==> config.mk <==
export PLATFORM = sky130hd
export DESIGN_NAME = clk_div_prog
export DESIGN_NICKNAME = d
export VERILOG_FILES = /design/src/rtl/clk_div_prog.sv
export SDC_FILE = /design/constraint.sdc
export NUM_CORES = 1
export LEC_CHECK = 0
export BUFFER_PORTS_ARGS = -buffer_cell sky130_fd_sc_hd__clkbuf_2
export CAP_MARGIN = 20
export CORE_MARGIN = 2
export CORE_UTILIZATION = 45
export CTS_CLUSTER_SIZE = 10
export DETAILED_ROUTE_END_ITERATION = 8
export PLACE_DENSITY = 0.7
export SLEW_MARGIN = 25
export SYNTH_ARGS = -nofsm -noshare
export SYNTH_HDL_FRONTEND = slang
export SYNTH_SLANG_ARGS = --single-unit
==> constraint.sdc <==
create_clock -name clk -period 3 [get_ports clk]
set_input_delay 0.15 -clock clk [delete_from_list [all_inputs] [get_ports clk]]
set_output_delay 0.15 -clock clk [all_outputs]
set_load 0.02 [all_outputs]
==> src/rtl/clk_div_prog.sv <==
// clk_div_prog: runtime-programmable 50%-duty integer clock divider.
// New divisors are swapped in only at an output-period boundary.
module clk_div_prog #(
  parameter int DIV_W   = 4,
  parameter int DIV_RST = 2,
  parameter int CNT_W   = DIV_W
) (
  input  logic             clk,
  input  logic             rst,
  input  logic             cfg_valid,
  input  logic [DIV_W-1:0] cfg_div,
  output logic             cfg_ready,
  output logic             cfg_err,
  output logic [DIV_W-1:0] div_cur,
  output logic             period_start,
  output logic             clk_out
);

  localparam logic [DIV_W-1:0] DIV_INIT = DIV_W'(DIV_RST);
  localparam logic [CNT_W-1:0] CNT_INIT = CNT_W'(DIV_RST - 1);

  logic [CNT_W-1:0] r_cnt;
  logic [DIV_W-1:0] r_div;
  logic [DIV_W-1:0] r_pend_div;
  logic             r_pend;
  logic             r_clkp;
  logic             r_clkn;
  logic             r_ps;
  logic             r_err;

  logic [DIV_W-1:0] w_div_m1;
  logic [DIV_W-1:0] w_div_nxt;
  logic [DIV_W-1:0] w_half_nxt;
  logic [CNT_W-1:0] w_cnt_nxt;
  logic             w_last;
  logic             w_swap;
  logic             w_accept;
  logic             w_zero;
  logic             w_load;
  logic             w_byp;
  logic             w_odd;
  logic             w_even;

  assign w_div_m1   = r_div - DIV_W'(1);
  assign w_last     = (r_cnt == CNT_W'(w_div_m1));
  assign w_cnt_nxt  = w_last ? '0 : r_cnt + CNT_W'(1);
  assign w_swap     = w_last & r_pend;
  assign w_div_nxt  = w_swap ? r_pend_div : r_div;
  assign w_half_nxt = w_div_nxt >> 1;

  assign w_accept = cfg_valid & ~r_pend;
  assign w_zero   = (cfg_div == '0);
  assign w_load   = w_accept & ~w_zero;

  always_ff @(posedge clk or posedge rst) begin
    if (rst) begin
      r_cnt      <= CNT_INIT;
      r_div      <= DIV_INIT;
      r_pend_div <= DIV_INIT;
      r_pend     <= 1'b0;
      r_clkp     <= 1'b0;
      r_ps       <= 1'b0;
      r_err      <= 1'b0;
    end else begin
      r_cnt  <= w_cnt_nxt;
      r_div  <= w_div_nxt;
      // phase is judged against the divisor of the period being entered
      r_clkp <= (w_cnt_nxt < CNT_W'(w_half_nxt));
      r_ps   <= (w_cnt_nxt == '0);
      r_err  <= w_accept & w_zero;
      if (w_load) begin
        r_pend     <= 1'b1;
        r_pend_div <= cfg_div;
      end else if (w_swap) begin
        r_pend <= 1'b0;
      end
    end
  end

  // half-cycle delayed copy stretches odd-divisor high time by 0.5
  always_ff @(negedge clk or posedge rst) begin
    if (rst) begin
      r_clkn <= 1'b0;
    end else begin
      r_clkn <= r_clkp;
    end
  end

  assign w_byp  = (r_div == DIV_W'(1));
  assign w_odd  = r_div[0] & ~w_byp;
  assign w_even = ~r_div[0];

  always_comb begin
    clk_out = r_clkp;
    unique case (1'b1)
      w_byp:   clk_out = clk;
      w_odd:   clk_out = r_clkp | r_clkn;
      w_even:  clk_out = r_clkp;
      default: clk_out = r_clkp;
    endcase
  end

  assign cfg_ready    = ~r_pend;
  assign cfg_err      = r_err;
  assign div_cur      = r_div;
  assign period_start = r_ps;

endmodule

Word-level counts from Yosys, hierarchy flattened --
Index checks and enable logic that the tools add are counted.
Operators by class: reduce and logical (&&, ||, !) cells 3, eq/ne operators 2, multiplexer cells 5, add/subtract/negate cells 2, magnitude comparators 1, bitwise gates (word level) 9
Operator list (count):
- zero test 4 bit | 2
- two-way mux 4 bit | 2
- AND 1 bit | 5
- adder 4 x 1 -> 4 bit, second input constant | 1
- == test 4 x 1 -> 1 bit, second input constant | 1
- == test 4 bit | 1
- < comparator 4 x 3 -> 1 bit | 1
- subtractor 4 x 1 -> 4 bit, second input constant | 1
- inverter 1 bit | 3
- two-way mux 1 bit | 2
- case mux 1 bit (2 select lines) | 1
- nonzero test 2 bit | 1
- bitwise OR 1 bit | 1
Word-level totals: input port bits 7, register bits after elaboration 17

Depth between registers and ports, before layout --
depth in word-level cells 5, gate-level depth with buffers 11, gate-level depth less buffers 10

==> metrics <==
worst max-slew margin expressed relative to the limit=74.7%; startpoint kind of the worst setup timing path=flop; clock latency reported for the late side of the worst-skew pair=0.41 ns; grt met1 use=22.4%; number of nets produced by synthesis=86; outcome=complete, no violations; signal arrival time at the worst endpoint=2.79 ns; HPWL Detailed=1210 um; worst-path fanout max=1; number of antenna violations at the first check in global routing=0; total buffers and inverters traversed by the critical path=1; most used flip-flop cell after synthesis=sky130_fd_sc_hd__dfrtp_1; hold violation count in the final report=0; vias in the first global route=631; most frequent cell after synthesis=sky130_fd_sc_hd__dfrtp_1; clock tree from TritonCTS=done; synthesized-area fraction occupied by and/or/nand/nor cells=14.6%; number of warnings printed during yosys synthesis=0; number of failing setup endpoints in the final timing report=0; met3 capacity usage during global routing=7.04%; worst-path cell with the longest stage delay=sky130_fd_sc_hd__dfrtn_1; area of the core=1900 um2; diode insertion count for antenna repair=0; ratio of cells with drive above 1 in the final layout=33.0%; setup TNS after final layout=0 ns; commonest cells in the synthesized netlist=sky130_fd_sc_hd__dfrtp_1, sky130_fd_sc_hd__nand2_1, sky130_fd_sc_hd__ha_1, sky130_fd_sc_hd__inv_1, sky130_fd_sc_hd__nor2_1; fraction of the mapped netlist area in adder cells=7.10%; sequential standard cell area=429 um2; number of library cell types mapped by synthesis=27; Net Sw Power=625 uW; length of the first detailed-routing pass in iterations=4; count of pins on the block boundary=15; Critical Path End Type=output pin; Overall Power=1450 uW; total instance count after detailed placement=115; Initial Util=46.3%; Worst Setup SP=r_clkn$_DFF_NP0_; cell type contributing the most total cell area after synthesis=sky130_fd_sc_hd__dfrtp_1; width of the die=48.2 um; number of buffers inserted by port buffering=14; post-route DRC violation count=0; max-slew violations=0; wirelength, routed=1730 um; Max IR drop VDD=0.638 mV; Least-Margin Pin Slew=0.377 ns; end point of the critical path=clk_out; Total GRT Usage=18.9%; end of the worst register-to-register path=r_clkp$_DFF_PP0_; count of nets left with antenna violations after detail routing=0; FFs w/ async S/R, synth=100%; launch instance of the worst register-to-register path=div_cur[1]$_DFF_PP1_; slowest cell delay on critical path=0.34 ns; Reg2Reg Depth=10; static power due to leakage=0.000551 uW; number of max-cap violations=0; critical path depth in cells=4; cells after synthesis=74; complex-gate fraction of the synthesized area=8.95%; Rows=16; routed via count=653; synthesized-area fraction occupied by xor and xnor cells=8.81%; power share of the sequential group=32.1%; Post-Layout Cell Count=127; multi-input logic area=428 um2; cell family contributing the most delay on the critical path=compound AO/OA/AOI/OAI gates; critical path data required time=2.85 ns; Chip Height=48.2 um; Final #Nets=113; iteration-0 DRC count of the detailed router=13; path category of the worst min-delay check=primary input to flop; sequential cell area fraction in the yosys report=48.7%; wire length of the first global-routing pass=2780 um; routing usage on met2=27.4%; final weighted congestion in routability-driven placement=0.757; mux cell area share after synthesis=9.09%; area of the die=2330 um2; power density relative to cell area=1330 nW/um2; synthesized area divided by synthesized cell count=11.9 um2; clock network fraction of design power=14.8%; most prevalent standard cell on the critical path=sky130_fd_sc_hd__a21oi_1; fill cell count=163; dominant combinational cell family by area after synthesis=simple AND/OR/NAND/NOR gates; Area contributors post-synth=sky130_fd_sc_hd__dfrtp_1, sky130_fd_sc_hd__dfstp_2, sky130_fd_sc_hd__ha_1, sky130_fd_sc_hd__mux2_4, sky130_fd_sc_hd__xnor2_1; worst reg2reg setup slack=0.38 ns; cell internal pwr=823 uW; number of synthesized register bits=17; share of Yosys cell area claimed by the top area cell type=36.9%; number of buffers added for setup after CTS=0; layer carrying the most global-route usage=met2; pin count of the biggest net entering global routing=18; clock tree skew after final layout=0.00877 ns; setup repair after global routing missed its margin=no; clock slew at the register clock pins of the worst setup and hold paths=0.10 ns; global route total overflow=0; vias per cell=5.14; Critical Path, Cell by Cell=a21oi_1 -> a21oi_1 -> a31o_2 -> buf_2; category of the critical setup timing path=flop to output pin; number of synthesized flops with an enable pin=0; area growth from synthesis to layout=23.3%; sw frac=43.2%; Comb pwr share=53.1%; Routed wire per std cell=13.6 um; summed instance area of the synthesized netlist=881 um2
## state kept, by name, summed over array words and instances, names as in the netlist
signal / cells
div_cur: 4
r_cnt: 4
r_pend_div: 4
cfg_err: 1
period_start: 1
r_clkn: 1
r_clkp: 1
r_pend: 1
## placed cells by master, fill, tap and decap left out, types with 2 or more instances in the layout
cell type,instances
sky130_fd_sc_hd__dfrtp_1,13
sky130_fd_sc_hd__o21ai_0,2
sky130_fd_sc_hd__ha_1,5
sky130_fd_sc_hd__nor2b_1,2
sky130_fd_sc_hd__nand2_1,6
sky130_fd_sc_hd__nor2_1,5
sky130_fd_sc_hd__a21oi_1,3
sky130_fd_sc_hd__clkbuf_2,13
sky130_fd_sc_hd__mux2_4,4
sky130_fd_sc_hd__dlygate4sd3_1,5
sky130_fd_sc_hd__xnor2_1,4
sky130_fd_sc_hd__xor2_1,2
sky130_fd_sc_hd__nand3_1,3
sky130_fd_sc_hd__inv_1,5
sky130_fd_sc_hd__a22o_1,3
sky130_fd_sc_hd__dfstp_2,3
sky130_fd_sc_hd__clkbuf_4,6
sky130_fd_sc_hd__mux2i_1,2
## metal layers
layer  share of wire, %  up-vias
li1                   -      313
met3                3.5        7
met4                3.3        0
met1                 43      315
met2                 50       18
met5                  0        -
## power by group through the flow
stage | clock network, uW | registers (uW) | logic, uW
2_1_floorplan | 25.5 | 465 | 607
3_3_place_gp | 33.4 | 464 | 738
3_5_place_dp | 33.4 | 469 | 762
4_1_cts | 223 | 464 | 776
5_1_grt | 239 | 482 | 870
6_report | 214 | 464 | 769
## area by class of cell
| type | instances | area share, % |
|---|---|---|
| tap | 27 | 3.11 |
| clock buffer | 8 | 4.95 |
| sequential | 17 | 39.5 |
| timing repair buffer | 19 | 11.3 |
| multi-input combinational | 51 | 39.4 |
| inverter | 5 | 1.73 |
## worst reg2reg max path: cells and delay by family (launching register included)
kind	cells	cell delay, ns
and+or+nand+nor	4	0.71
adders and majority gates	2	0.61
DFF	1	0.60
AOI/OAI and AO/OA	2	0.37
xor gates and xnor gates	1	0.16
buffers and inverters	1	0.11
## kinds of logic (layout without fill, tap and decap cells)
| group | Yosys count | count (layout) |
|---|---|---|
| buf+inv | 6 | 32 |
| compound gates | 11 | 11 |
| xor+xnor | 7 | 7 |
| flops | 17 | 17 |
| mux | 6 | 6 |
| fa+ha+maj | 5 | 5 |
| simple gates | 22 | 22 |
## worst min-delay path by stage
stage          startpoint                        end  slack (ns)  depth (start not counted)
2_1_floorplan         rst          cfg_err$_DFF_PP0_        0.07                          1
3_3_place_gp          rst          cfg_err$_DFF_PP0_        0.15                          3
3_5_place_dp          rst       div_cur[3]$_DFF_PP0_        0.15                          3
4_1_cts         cfg_valid  r_pend_div[3]$_DFFE_PP0P_        0.14                          4
5_1_grt         cfg_valid          cfg_err$_DFF_PP0_        0.16                          3
6_report        cfg_valid  r_pend_div[3]$_DFFE_PP0P_        0.14                          4
## repair_timing
action / 4_1_cts / 5_1_grt
hold endpoints to repair: 20 / 0
hold buffers: 5 / 0
setup endpoints to repair: 0 / 1
resized for setup: 0 / 1
## through the flow
stage               hold slack [ns]  utilization [%]  area [um2]  worst slack, ns
global route                  0.160             57.1        1090          0.00214
detailed placement            0.154             51.9         987            0.399
global placement              0.148             51.9         987            0.448
floorplan                    0.0739                -         881            0.509
finish                        0.139             57.1        1090           0.0640
CTS                           0.143             57.1        1090           0.0315
No activity file was read; power rests on OpenSTA's default activity.
